==> src/rtl/act_approx_pipe_if.sv <==
// Sample/result bus of act_approx_pipe: shared enable, valid and mode with packed lane data.
interface act_approx_pipe_if #(
    parameter int DATA_W = 16,
    parameter int LANES  = 4
);
    logic                    ENABLE;
    logic                    IN_VALID;
    logic [1:0]              MODE;
    logic [LANES*DATA_W-1:0] IN;
    logic                    OUT_VALID;
    logic [LANES*DATA_W-1:0] OUT;
    logic [15:0]             SAT_COUNT;

    modport master (output ENABLE, IN_VALID, MODE, IN, input  OUT_VALID, OUT, SAT_COUNT);
    modport slave  (input  ENABLE, IN_VALID, MODE, IN, output OUT_VALID, OUT, SAT_COUNT);
endinterface

==> src/rtl/act_approx_pipe.sv <==
// 3-stage multi-lane activation unit: PLAN sigmoid, tanh, ReLU, identity.
// Define ACT_SAT_COUNT_EN to build the saturating SAT_COUNT event counter.
module act_approx_pipe #(
    parameter int DATA_W = 16,
    parameter int FRAC_W = 8,
    parameter int LANES  = 4
) (
    input  logic             CLK,
    input  logic             RESET_N,
    act_approx_pipe_if.slave bus
);
    localparam int IW = DATA_W + 1;
    typedef logic signed [DATA_W-1:0] samp_t;
    typedef logic signed [IW-1:0]     wide_t;

    localparam samp_t S_MAX = samp_t'({1'b0, {(DATA_W-1){1'b1}}});
    localparam samp_t S_MIN = samp_t'({1'b1, {(DATA_W-1){1'b0}}});
    localparam wide_t ONE   = wide_t'(1)  <<< FRAC_W;
    localparam wide_t A_SAT = wide_t'(5)  <<< FRAC_W;        // 5.0
    localparam wide_t A_MID = wide_t'(19) <<< (FRAC_W - 3);  // 2.375
    localparam wide_t C_HI  = wide_t'(27) <<< (FRAC_W - 5);  // 0.84375
    localparam wide_t C_MID = wide_t'(5)  <<< (FRAC_W - 3);  // 0.625
    localparam wide_t C_LO  = wide_t'(1)  <<< (FRAC_W - 1);  // 0.5

    function automatic samp_t sat_double(input samp_t x);
        wide_t d;
        d = wide_t'(x) <<< 1;
        if (d > wide_t'(S_MAX))      return S_MAX;
        else if (d < wide_t'(S_MIN)) return S_MIN;
        else                         return samp_t'(d);
    endfunction

    function automatic wide_t abs_sat(input samp_t x);
        wide_t w;
        w = wide_t'(x);
        if (w[IW-1]) w = -w;
        return (w > wide_t'(S_MAX)) ? wide_t'(S_MAX) : w;
    endfunction

    function automatic wide_t plan_seg(input wide_t a);
        if (a >= A_SAT)      return ONE;
        else if (a >= A_MID) return (a >> 5) + C_HI;
        else if (a >= ONE)   return (a >> 3) + C_MID;
        else                 return (a >> 2) + C_LO;
    endfunction

    function automatic samp_t mode_sel(input logic [1:0] mode, input samp_t x,
                                       input wide_t y, input logic neg);
        wide_t yf;
        wide_t r;
        yf = neg ? (ONE - y) : y;
        case (mode)
            2'd0:    r = yf;
            2'd1:    r = (yf <<< 1) - ONE;
            2'd2:    r = x[DATA_W-1] ? '0 : wide_t'(x);
            default: r = wide_t'(x);
        endcase
        return samp_t'(r);
    endfunction

    samp_t            x_in   [LANES];
    wide_t            a_in   [LANES];
    samp_t            x_p0   [LANES];
    wide_t            a_p0   [LANES];
    logic [LANES-1:0] neg_p0;
    logic [1:0]       mode_p0;
    logic             vld_p0;
    wide_t            y_c    [LANES];
    samp_t            x_p1   [LANES];
    wide_t            y_p1   [LANES];
    logic [LANES-1:0] neg_p1;
    logic [1:0]       mode_p1;
    logic             vld_p1;
    samp_t            r_c    [LANES];
    samp_t            out_p2 [LANES];
    logic             vld_p2;
    logic [LANES*DATA_W-1:0] out_flat;

    // Stage 1: tanh pre-doubling, magnitude and sign
    always_comb begin
        for (int i = 0; i < LANES; i++) begin
            x_in[i] = samp_t'(bus.IN[i*DATA_W +: DATA_W]);
            a_in[i] = abs_sat((bus.MODE == 2'd1) ? sat_double(x_in[i]) : x_in[i]);
        end
    end

    always_ff @(posedge CLK or negedge RESET_N) begin
        if (!RESET_N) begin
            vld_p0  <= 1'b0;
            mode_p0 <= '0;
            neg_p0  <= '0;
            for (int i = 0; i < LANES; i++) begin
                x_p0[i] <= '0;
                a_p0[i] <= '0;
            end
        end else if (bus.ENABLE) begin
            vld_p0  <= bus.IN_VALID;
            mode_p0 <= bus.MODE;
            for (int i = 0; i < LANES; i++) begin
                x_p0[i]   <= x_in[i];
                a_p0[i]   <= a_in[i];
                neg_p0[i] <= x_in[i][DATA_W-1];
            end
        end
    end

    // Stage 2: PLAN segment evaluation on the magnitude
    always_comb begin
        for (int i = 0; i < LANES; i++) y_c[i] = plan_seg(a_p0[i]);
    end

    always_ff @(posedge CLK or negedge RESET_N) begin
        if (!RESET_N) begin
            vld_p1  <= 1'b0;
            mode_p1 <= '0;
            neg_p1  <= '0;
            for (int i = 0; i < LANES; i++) begin
                x_p1[i] <= '0;
                y_p1[i] <= '0;
            end
        end else if (bus.ENABLE) begin
            vld_p1  <= vld_p0;
            mode_p1 <= mode_p0;
            neg_p1  <= neg_p0;
            for (int i = 0; i < LANES; i++) begin
                x_p1[i] <= x_p0[i];
                y_p1[i] <= y_c[i];
            end
        end
    end

    // Stage 3: symmetry fold and mode select; OUT holds across bubbles
    always_comb begin
        for (int i = 0; i < LANES; i++) r_c[i] = mode_sel(mode_p1, x_p1[i], y_p1[i], neg_p1[i]);
    end

    always_ff @(posedge CLK or negedge RESET_N) begin
        if (!RESET_N) begin
            vld_p2 <= 1'b0;
            for (int i = 0; i < LANES; i++) out_p2[i] <= '0;
        end else if (bus.ENABLE) begin
            vld_p2 <= vld_p1;
            if (vld_p1) begin
                for (int i = 0; i < LANES; i++) out_p2[i] <= r_c[i];
            end
        end
    end

    always_comb begin
        out_flat = '0;
        for (int i = 0; i < LANES; i++) out_flat[i*DATA_W +: DATA_W] = out_p2[i];
    end

    assign bus.OUT       = out_flat;
    assign bus.OUT_VALID = vld_p2;

`ifdef ACT_SAT_COUNT_EN
    function automatic logic [15:0] sat_add16(input logic [15:0] cnt, input logic [15:0] inc);
        logic [16:0] s;
        s = {1'b0, cnt} + {1'b0, inc};
        return s[16] ? 16'hFFFF : s[15:0];
    endfunction

    logic [15:0] sat_cnt;
    logic [15:0] sat_hits;

    always_comb begin
        sat_hits = '0;
        for (int i = 0; i < LANES; i++) sat_hits = sat_hits + {15'd0, (a_p0[i] >= A_SAT)};
    end

    // Only sigmoid/tanh samples (MODE[1]==0) go through the PLAN path
    always_ff @(posedge CLK or negedge RESET_N) begin
        if (!RESET_N)
            sat_cnt <= '0;
        else if (bus.ENABLE && vld_p0 && !mode_p0[1])
            sat_cnt <= sat_add16(sat_cnt, sat_hits);
    end

    assign bus.SAT_COUNT = sat_cnt;
`else
    assign bus.SAT_COUNT = 16'h0000;
`endif
endmodule

==> src/flat_wrapper.sv <==
// flat-port wrapper written by rule: the top's interface ports become plain ports
module act_approx_pipe_flat 
#(
    parameter int DATA_W = 16,
    parameter int FRAC_W = 8,
    parameter int LANES  = 4
)
  (CLK, RESET_N, bus_ENABLE, bus_IN_VALID, bus_MODE, bus_IN, bus_OUT_VALID, bus_OUT, bus_SAT_COUNT);
  act_approx_pipe_if #(.DATA_W(DATA_W), .LANES(LANES)) bus_i ();
  input  logic CLK;
  input  logic RESET_N;
  input wire logic [$bits(bus_i.ENABLE)-1:0] bus_ENABLE;
  input wire logic [$bits(bus_i.IN_VALID)-1:0] bus_IN_VALID;
  input wire logic [$bits(bus_i.MODE)-1:0] bus_MODE;
  input wire logic [$bits(bus_i.IN)-1:0] bus_IN;
  output wire logic [$bits(bus_i.OUT_VALID)-1:0] bus_OUT_VALID;
  output wire logic [$bits(bus_i.OUT)-1:0] bus_OUT;
  output wire logic [$bits(bus_i.SAT_COUNT)-1:0] bus_SAT_COUNT;
  assign bus_i.ENABLE = bus_ENABLE;
  assign bus_i.IN_VALID = bus_IN_VALID;
  assign bus_i.MODE = bus_MODE;
  assign bus_i.IN = bus_IN;
  assign bus_OUT_VALID = bus_i.OUT_VALID;
  assign bus_OUT = bus_i.OUT;
  assign bus_SAT_COUNT = bus_i.SAT_COUNT;
  act_approx_pipe #(.DATA_W(DATA_W), .FRAC_W(FRAC_W), .LANES(LANES)) u_core (.CLK(CLK), .RESET_N(RESET_N), .bus(bus_i));
endmodule
==> config.mk <==
export PLATFORM = sky130hd
export DESIGN_NAME = act_approx_pipe_flat
export DESIGN_NICKNAME = d
export VERILOG_FILES = /design/src/rtl/act_approx_pipe_if.sv /design/src/rtl/act_approx_pipe.sv /design/src/flat_wrapper.sv
export SDC_FILE = /design/constraint.sdc
export NUM_CORES = 1
export LEC_CHECK = 0
export ABC_CLOCK_PERIOD_IN_PS = 2900
export CAP_MARGIN = 5
export CORE_UTILIZATION = 35
export DETAILED_ROUTE_END_ITERATION = 12
export GPL_TIMING_DRIVEN = 1
export PLACE_DENSITY = 0.53
export SYNTH_ARGS = -nofsm -noshare
export SYNTH_HDL_FRONTEND = slang
export SYNTH_SLANG_ARGS = --single-unit
==> constraint.sdc <==
create_clock -name CLK -period 2.9 [get_ports CLK]
set_input_delay 0.58 -clock CLK [delete_from_list [all_inputs] [get_ports CLK]]
set_output_delay 0.58 -clock CLK [all_outputs]
set_load 0.02 [all_outputs]
Word-level counts from Yosys, hierarchy flattened
Index checks and enable logic that the tools add are counted.
{ "op_classes": {"n_addsub": 24, "n_mul": 0, "div_mod_pow": 0, "n_lt_le_gt_ge": 24, "eq_ne": 3, "n_shift": 0, "n_mux": 44, "bitwise_logic": 0, "n_reduce_logical": 2} }
{ "ops": {"columns": ["cell", "count"], "rows": [
  ["16-bit 2-to-1 mux", 28],
  ["16-bit one-hot mux with 3 select lines", 4],
  ["17-bit by 16-bit greater-than comparator with 1-bit output, second input constant", 8],
  ["17-bit 2-to-1 mux", 8],
  ["17-bit by 10-bit >= comparator with 1-bit output, second input constant", 4],
  ["17-bit by 11-bit >= comparator with 1-bit output, second input constant", 4],
  ["17-bit by 12-bit >= comparator with 1-bit output, second input constant", 4],
  ["17-bit by 16-bit less-than comparator with 1-bit output, second input constant", 4],
  ["16-bit negation with 17-bit output", 4],
  ["15-bit by 8-bit adder with 16-bit output, second input constant", 4],
  ["10-bit by 16-bit subtractor with 16-bit output, first input constant", 4],
  ["16-bit by 10-bit subtractor with 16-bit output, second input constant", 4],
  ["14-bit by 8-bit adder with 15-bit output, second input constant", 4],
  ["15-bit 2-to-1 mux", 4],
  ["12-bit by 8-bit adder with 13-bit output, second input constant", 4],
  ["2-bit by 1-bit == test with 1-bit output, second input constant", 2],
  ["2-bit == test, second input constant", 1],
  ["2-bit zero test", 1],
  ["2-bit AND reduction", 1]
]} }
{ "totals": {"ff_bits": 339, "latchBits": 0, "ramBits": 0, "mem_bits_ro": 0, "inputBits": 70, "output_inout_bits": 81, "wordCells": 124, "memories": 0} }

Depth between registers and ports, before layout
Gate-level depths: netlist (run 1).
{ "depth": {"ltp_word": 8, "mapped_depth": 24, "mapped_depth_nobuf": 17} }

Least setup slack after synthesis (run 1)
Ideal clock, no wire load.
{ "synth_path": {"path_kind": "in2reg", "from": "input bus_MODE[1]", "to": "register u_core.a_p0[52] in the netlist's numbering", "setup_time_ps": 146, "arrival_time_ps": 4531, "required_time_ps": 2754, "path_slack_ps": -1776, "stages": 21, "n_path_buf": 7, "cell_sequence": "nand2b_1 -> buf_6 -> buf_2 -> buf_2 -> buf_4 -> buf_2 -> clkbuf_1 -> buf_2 -> nand2_1 -> o21a_1 -> ha_1 -> nor3b_1 -> nand4_1 -> nor2_1 -> mux2_2 -> o221ai_1 -> nor2b_1 -> a31o_1 -> ha_1 -> nor2_1 -> a31oi_1"} }
{ "synth_between": {"elab_chain_cells": 6} }
{ "synth_lines": {"columns": ["element", "line_no", "text"], "rows": [
  ["start, declared", "flat_wrapper.sv:14", "input wire logic [$bits(bus_i.MODE)-1:0] bus_MODE;"],
  ["2-bit by 1-bit == test with 1-bit output (*)", "act_approx_pipe.sv:83", "a_in[i] = abs_sat((bus.MODE == 2'd1) ? sat_double(x_in[i]) : x_in[i]);"],
  ["16-bit 2-to-1 mux (*)", "act_approx_pipe.sv:83", null],
  ["16-bit negation with 17-bit output", "act_approx_pipe.sv:36", "if (w[IW-1]) w = -w;"],
  ["17-bit 2-to-1 mux (*)", "act_approx_pipe.sv:36", null],
  ["17-bit by 16-bit greater-than comparator with 1-bit output", "act_approx_pipe.sv:37", "return (w > wide_t'(S_MAX)) ? wide_t'(S_MAX) : w;"],
  ["17-bit 2-to-1 mux (*)", "act_approx_pipe.sv:37", null],
  ["end signal, assigned by index", "act_approx_pipe.sv:101", "a_p0[i] <= a_in[i];"],
  ["end, declared", "act_approx_pipe.sv:64", "wide_t a_p0 [LANES];"]
]} }
Mark *: on every way between the ends. The rest lies on a longest branch, timed or not.
A chain may end at the register's enable or synchronous reset.

Worst setup path after layout (run 1)
{ "layout_path": {"from": "input bus_MODE[1]", "to": "register u_core.a_p0[15] in the netlist's numbering"} }
Same word-level chain as after synthesis.

==> impl_summary.log, run 1 <==
INFO  metric via_count_of_the_routed_design = 19,500
INFO  metric final-instance-count-excl-fill = approximately 3,600
INFO  metric synth_enable_flop_cells = 0
INFO  metric floorplan.initialDensity = 35.5%
INFO  metric rsz_0062_raised_after_global_routing = true
INFO  metric hold_ws = between 0.02 and 0.03 ns
INFO  metric cts_buffer_depth = 3
INFO  metric filler_cell_count = about 5,600
INFO  metric postSynthRegisterBits = around 330
INFO  metric dr.pass1.iters = 9
INFO  metric cts_tree = built
INFO  metric synth.lib_cells_used.distinct = 88
INFO  metric vias_per_cell = approximately 5.4
INFO  metric maxSlewHeadroom = between 20% and 30%
INFO  metric final_layout_size_suffix_gt1_share = 31.6%
INFO  metric skew = 0.0203 ns
INFO  metric final_gp_congestion = between 0.9 and 1
INFO  metric syn_avg_cell_area = slightly above 9 µm²
INFO  metric cts.sinks = 331
INFO  metric worstSetupEndpointType = flip-flop
INFO  metric antenna_violating_nets_post_route = 0
INFO  metric vias_in_the_first_global_route = roughly 19,000
INFO  metric yosysWarningCount = 0
INFO  metric layout_commonest_cell = sky130_fd_sc_hd__buf_4
INFO  metric required = ~3.3 ns
INFO  metric drc = 7
INFO  metric drt_iter0_drc = between 1,000 and 1,500
INFO  metric synth_top_cells_by_area = sky130_fd_sc_hd__dfrtp_1, sky130_fd_sc_hd__mux2_2, sky130_fd_sc_hd__a21oi_1, sky130_fd_sc_hd__nand2_1, sky130_fd_sc_hd__nor2_1
INFO  metric synth_largest_type_area_fraction = just under 40%
INFO  metric synth-async-reset-ratio = between 90% and 100%
INFO  metric yosys.area.top_type = sky130_fd_sc_hd__dfrtp_1
INFO  metric worst_ir_drop_vdd = between 0.3 and 0.4 mV
INFO  metric port_buffers = ~130
INFO  metric dieArea = 61,100 µm²
INFO  metric postLayoutSetupSlackWorst = -0.280 ns
INFO  metric worst-path-max-fanout = 8
INFO  metric cts_root_buffer = sky130_fd_sc_hd__clkbuf_16
INFO  metric cts_hold_buffers = 0
INFO  metric timing_worst_slew_pin_value = between 1 and 1.5 ns
INFO  metric grt_util_all_layers = 22.1%
INFO  metric path_clk_slew = roughly 0.060 ns
INFO  metric power-per-cell-area = ~510 nW/µm²
INFO  metric detailed_place_hpwl = 49,500 µm
INFO  metric min-delay-path-class = input pin to async pin
INFO  metric maxCapViolations = 0
INFO  metric drt_wirelength = 67,700 µm
INFO  metric areaGrowthSynthToFinish = 37.8%
INFO  metric power_leakage = 12.2 nW
INFO  metric mostFrequentLayoutCells = sky130_fd_sc_hd__buf_4, sky130_fd_sc_hd__dfrtp_1, sky130_fd_sc_hd__nand2_1
INFO  metric hold_viol_final = 0
INFO  metric die_x = between 200 and 250 µm
INFO  metric worst_ep_arrival_time = 3.62 ns
INFO  metric grt_antenna_before_repair = 0
INFO  metric ctsHtreeMaxLevel = 2
INFO  metric synth_sequential_area_ratio = about two fifths
INFO  metric outcome = complete, but fails checks
INFO  metric fp.dieH = 247 µm
INFO  metric design.portCount = approximately 150
INFO  metric timing.final.setup_violations = 63
INFO  metric min_period = ~3.2 ns
INFO  metric layout.nets = 2,910
INFO  metric failing_checks = design-rule violations, negative setup slack
INFO  metric synth_flop_cell = sky130_fd_sc_hd__dfrtp_1
INFO  metric worstSetupPathType = input pin to flip-flop
INFO  metric slew_violations = 0
INFO  metric tritoncts.num_buffers = 39
INFO  metric netlist_area = roughly 21,000 µm²
INFO  metric place_inst = ~3,500
INFO  metric core-area = around 59,000 µm²
INFO  metric clock_insertion_delay_at_the_later_pin_of_the_skew_report = 0.56 ns
INFO  metric fin_crit_sh = 110%
INFO  metric largest_net_degree_at_the_start_of_global_routing = 74
INFO  metric overflow = 0
INFO  metric fp-row-count = around 90
INFO  metric first_pass_grt_wire_length = roughly 110,000 µm
INFO  metric syn_inst = ~2,300
INFO  metric max_clock_freq = 0.315 GHz
INFO  metric average_routed_wire_per_standard_cell = around 19 µm
INFO  metric critPathLaunchType = input pin
INFO  metric num_antenna_cells = 0
[stage by stage]
stage / setup slack, ns / setup TNS, ns / cell area, µm² / power, mW / utilization, %
2_1_floorplan: -1.16 / -66.98 / 21400 / 7.79 / -
3_3_place_gp: -1.27 / -75.21 / 25900 / 9.67 / 43.7
3_5_place_dp: -1.36 / -78.34 / 25900 / 9.74 / 43.7
4_1_cts: -0.214 / -7.79 / 28200 / 14.9 / 47.7
5_1_grt: -0.383 / -16.85 / 29000 / 15.7 / 49.0
6_report: -0.280 / -10.01 / 29000 / 14.9 / 49.0
[critical path, stage by stage]
cell and delay [ns]:
sky130_fd_sc_hd__buf_8 0.07, sky130_fd_sc_hd__nand2b_4 0.24, sky130_fd_sc_hd__buf_12 0.19, sky130_fd_sc_hd__buf_8 0.14, sky130_fd_sc_hd__a211o_1 0.11, sky130_fd_sc_hd__o211ai_1 0.11
sky130_fd_sc_hd__nand2b_4 0.17, sky130_fd_sc_hd__or4_4 0.51, sky130_fd_sc_hd__buf_6 0.14, sky130_fd_sc_hd__mux2i_1 0.12, sky130_fd_sc_hd__a211o_1 0.33, sky130_fd_sc_hd__nor2_1 0.12
sky130_fd_sc_hd__a31o_1 0.20, sky130_fd_sc_hd__ha_4 0.16, sky130_fd_sc_hd__nor2_4 0.05, sky130_fd_sc_hd__buf_6 0.18, sky130_fd_sc_hd__a22o_1 0.17
[flip-flops by register name (all words and copies together), names as in the netlist]
name,flops
u_core.a_p0,68
u_core.bus.OUT,64
u_core.y_p1,64
u_core.x_p0,60
u_core.x_p1,60
u_core.neg_p0,4
u_core.neg_p1,4
u_core.mode_p0,2
u_core.mode_p1,2
u_core.bus.OUT_VALID,1
u_core.vld_p0,1
u_core.vld_p1,1
[what timing repair did]
action | CTS | global route
pin swaps | 79 | 62
setup endpoints to repair | 65 | 81
cloned | 4 | 3
buffers inserted | 50 | 19
gates resized for setup | 196 | 124
endpoints found under the hold margin | 0 | 0
[report_power, final]
part	switching, mW	leakage (nW)	internal [mW]
clock	1.98	0.616	2.94
sequential	0.530	3.98	5.19
combinational	2.25	7.60	2.03
total	4.75	12.2	10.2
[worst paths after layout]
check	startpoint	to	slack (ns)	depth (start not counted)
max	bus_MODE[1]	u_core.a_p0[15]	-0.28	17
min	RESET_N	u_core.y_p1[1]	0.03	1
max reg2reg	u_core.y_p1[2]	u_core.bus.OUT[62]	0.13	9
min reg2reg	u_core.bus.OUT[62]	u_core.bus.OUT[62]	0.48	2
max in group asynchronous	RESET_N	u_core.bus.OUT[29]	2.12	2
min in group CLK	bus_MODE[1]	u_core.mode_p0[1]	0.37	3
[metal layers]
layer	wire length (µm)	track usage, %	share of wire (%)	up-vias
met5	0	0	0	-
met4	1720	6.82	2.5	0
met3	2350	2.54	3.5	92
met2	32900	37.0	49	364
met1	30700	29.8	45	9706
li1	-	-	-	9362
[area by class of cell]
cell class / count / area (µm²) / share of cell area [%]
clock buffers: 53 / 1150 / 3.97
clock inverters: 10 / 111 / 0.384
inverters: 68 / 260 / 0.897
multi-input cells: 1762 / 13100 / 45.1
flip-flops and latches: 331 / 8280 / 28.6
well taps: 773 / 967 / 3.33
repair buffers: 594 / 5150 / 17.8
[logic make-up after synthesis]
group	synth area share [%]
compound gates	21.9
xor+xnor	6.36
fa+ha+maj	2.95
buf+inv	4.94
flops	39.3
mux	9.38
other cells	0.0178
simple gates	15.1
[cell usage after synthesis, types with 27 or more instances]
| library cell | count |
|---|---|
| sky130_fd_sc_hd__nor3_1 | 43 |
| sky130_fd_sc_hd__a21oi_1 | 173 |
| sky130_fd_sc_hd__nand2b_1 | 27 |
| sky130_fd_sc_hd__o21ai_0 | 145 |
| sky130_fd_sc_hd__o2bb2ai_1 | 43 |
| sky130_fd_sc_hd__nor2_1 | 208 |
| sky130_fd_sc_hd__nand3_1 | 53 |
| sky130_fd_sc_hd__xnor2_1 | 87 |
| sky130_fd_sc_hd__dfrtp_1 | 331 |
| sky130_fd_sc_hd__inv_1 | 64 |
| sky130_fd_sc_hd__xor2_1 | 64 |
| sky130_fd_sc_hd__a211oi_1 | 30 |
| sky130_fd_sc_hd__mux2_2 | 139 |
| sky130_fd_sc_hd__clkbuf_1 | 133 |
| sky130_fd_sc_hd__mux2i_1 | 41 |
| sky130_fd_sc_hd__nand2_1 | 208 |
| sky130_fd_sc_hd__ha_1 | 44 |
(Power assumes the default switching activity.)
==> run 2, diff against run 1 <==
--- a/config.mk
+++ b/config.mk
@@ -7,10 +7,11 @@
 export LEC_CHECK = 0
 export ABC_CLOCK_PERIOD_IN_PS = 2900
 export CAP_MARGIN = 5
+export CORE_MARGIN = 3
 export CORE_UTILIZATION = 35
 export DETAILED_ROUTE_END_ITERATION = 12
 export GPL_TIMING_DRIVEN = 1
-export PLACE_DENSITY = 0.53
+export PLACE_DENSITY = 0.54
 export SYNTH_ARGS = -nofsm -noshare
 export SYNTH_HDL_FRONTEND = slang
 export SYNTH_SLANG_ARGS = --single-unit
==> impl_summary.log, run 2 (same netlist as run 1, synthesis figures left out) <==
INFO  metric outcome = complete, but fails checks
INFO  metric failing_checks = negative setup slack
INFO  metric via_count_of_the_routed_design = ~20,000
INFO  metric filler_cell_count = about 5,500
INFO  metric cts.sinks = 331
INFO  metric min_period = 3.18 ns
INFO  metric grt_util_all_layers = around a fifth
INFO  metric path_clk_slew = roughly 0.060 ns
INFO  metric antenna_violating_nets_post_route = 0
INFO  metric place_inst = about 3,400
INFO  metric skew = 0.0207 ns
INFO  metric layout_commonest_cell = sky130_fd_sc_hd__buf_4
INFO  metric maxSlewHeadroom = 21.6%
INFO  metric power-per-cell-area = around 500 nW/µm²
INFO  metric reg2regPathDepth = 9
INFO  metric worstSetupEndpointType = flip-flop
INFO  metric critPathLaunchType = input pin
INFO  metric worst_ir_drop_vdd = between 0.3 and 0.4 mV
INFO  metric die_x = between 200 and 300 µm
INFO  metric timing_worst_slew_pin_value = 1.18 ns
INFO  metric final_gp_congestion = 0.859
INFO  metric num_antenna_cells = 0
INFO  metric first_pass_grt_wire_length = between 100,000 and 150,000 µm
INFO  metric min-delay-path-class = input pin to async pin
INFO  metric fin_crit_sh = 110%
INFO  metric areaGrowthSynthToFinish = 36.8%
INFO  metric postLayoutSetupSlackWorst = -0.277 ns
INFO  metric hold_viol_final = 0
INFO  metric final_layout_size_suffix_gt1_share = 30.9%
INFO  metric core-area = between 50,000 and 60,000 µm²
INFO  metric overflow = 0
INFO  metric average_routed_wire_per_standard_cell = around 19 µm
INFO  metric detailed_place_hpwl = approximately 50,000 µm
INFO  metric worst_path_dominant_cell_family = compound AO/OA/AOI/OAI gates
INFO  metric vias_in_the_first_global_route = 19,200
INFO  metric cts_buffer_depth = 3
INFO  metric vias_per_cell = around 5.5
INFO  metric grt_antenna_before_repair = 0
INFO  metric critical_path_cell_count = 17
INFO  metric mostFrequentLayoutCells = sky130_fd_sc_hd__buf_4, sky130_fd_sc_hd__dfrtp_1, sky130_fd_sc_hd__nor2_1
INFO  metric rsz_0062_raised_after_global_routing = true
INFO  metric fp-row-count = 89
INFO  metric layout.nets = a little under 3,000
INFO  metric worst-path-max-fanout = 5
INFO  metric drt_wirelength = around 70,000 µm
INFO  metric tritoncts.num_buffers = 38
INFO  metric ctsHtreeMaxLevel = 2
INFO  metric hold_ws = between 0.015 and 0.02 ns
INFO  metric port_buffers = approximately 130
INFO  metric worst_ep_arrival_time = 3.60 ns
INFO  metric fp.dieH = 251 µm
INFO  metric cts_root_buffer = sky130_fd_sc_hd__clkbuf_16
INFO  metric largest_net_degree_at_the_start_of_global_routing = 84
INFO  metric finalCoreUtilization = 48.6%
INFO  metric placedInstanceArea = ~26,000 µm²
INFO  metric dieArea = between 60,000 and 70,000 µm²
INFO  metric layout.cell_area.non_filler = 28,800 µm²
INFO  metric dr.pass1.iters = 5
INFO  metric max_clock_freq = 0.315 GHz
INFO  metric largest_register_ff_count = 68
INFO  metric timing.critical_path.slowest_stage_cell = sky130_fd_sc_hd__or4_4
INFO  metric worst_path_largest_cell_delay = around 0.5 ns
INFO  metric crit_path_cell_trace = buf_8, nor2b_4, buf_12, buf_8, o21ai_2, a2bb2oi_2, buf_4, nand4_1, buf_4, or4_4, a221oi_2, a211o_1, nor2_1, a31o_1, ha_4, nand2b_4, o22a_1
INFO  metric cts_tree = built
INFO  metric worstSetupPathType = input pin to flip-flop
INFO  metric floorplan.initialDensity = 35.5%
INFO  metric regMostFlops = u_core.a_p0
INFO  metric critical_path.n_buffers_inverters = 5
INFO  metric drc = 0
INFO  metric maxCapViolations = 0
INFO  metric power_leakage = roughly 12 nW
INFO  metric design.portCount = about 150
INFO  metric slew_violations = 0
INFO  metric drt_iter0_drc = between 1,000 and 1,500
INFO  metric timing.final.setup_violations = 63
INFO  metric final-instance-count-excl-fill = 3,578
INFO  metric required = 3.33 ns
INFO  metric clock_insertion_delay_at_the_later_pin_of_the_skew_report = ~0.56 ns
==> run 2: changes by cell type in the layout (fill, tap and decap cells not counted), sizes merged <==
cell / change
dlymetal6s2s: +8
clkdlybuf4s15: -3
nand2b: -1
dlygate4sd2: -6
inv: +2
clkdlybuf4s50: +1
buf: -14
bufinv: +1
clkbuf: -1
==> run 2: layout make-up <==
type / instances / area (µm²) / share of cell area, %
sequential: 331 / 8280 / 28.8
tap: 773 / 967 / 3.36
clock buffer: 53 / 1080 / 3.74
timing repair buffer: 579 / 5060 / 17.6
inverter: 68 / 273 / 0.947
clock inverter: 12 / 159 / 0.552
timing repair inverter: 1 / 7.51 / 0.0261
multi-input combinational: 1761 / 13000 / 45.1
==> run 2: per-layer routing <==
metal	routed length, µm	up-vias	track usage, %
met5	0	-	0
met4	2180	0	7.58
met3	2880	129	2.74
met2	32300	478	34.5
met1	30800	9720	27.9
li1	-	9339	-
==> run 2: metrics by stage <==
stage	power, mW	setup TNS [ns]	setup WS (ns)
after floorplan	7.79	-66.98	-1.16
after global placement	9.69	-73.16	-1.25
after detailed placement	9.75	-77.08	-1.32
after CTS	14.8	-10.93	-0.230
after global routing	15.5	-17.97	-0.358
final	14.8	-10.74	-0.277
==> run 2: timing repair <==
action | in CTS | in global routing
hold buffers | 0 | 0
cloned | 4 | 1
resized for setup | 160 | 149
setup buffers | 43 | 22
pin swaps | 74 | 84
endpoints found under the setup margin | 67 | 77
==> run 2: report_power, final <==
part	internal, mW	leakage, nW	switching, mW
sequential	5.19	3.98	0.535
clock	2.86	0.602	1.95
combinational	2.01	7.51	2.25
total	10.1	12.1	4.74
==> run 2: final timing paths <==
kind,startpoint,to,slack [ns]
setup / recovery,bus_MODE[0],u_core.a_p0[12],-0.28
hold / removal,RESET_N,u_core.y_p1[5],0.02
setup reg to reg,u_core.y_p1[21],u_core.bus.OUT[42],0.15
hold reg to reg,u_core.mode_p0[0],u_core.mode_p1[0],0.48
max in group asynchronous,RESET_N,u_core.x_p0[53],2.07
min in group CLK,bus_MODE[1],u_core.mode_p0[1],0.36
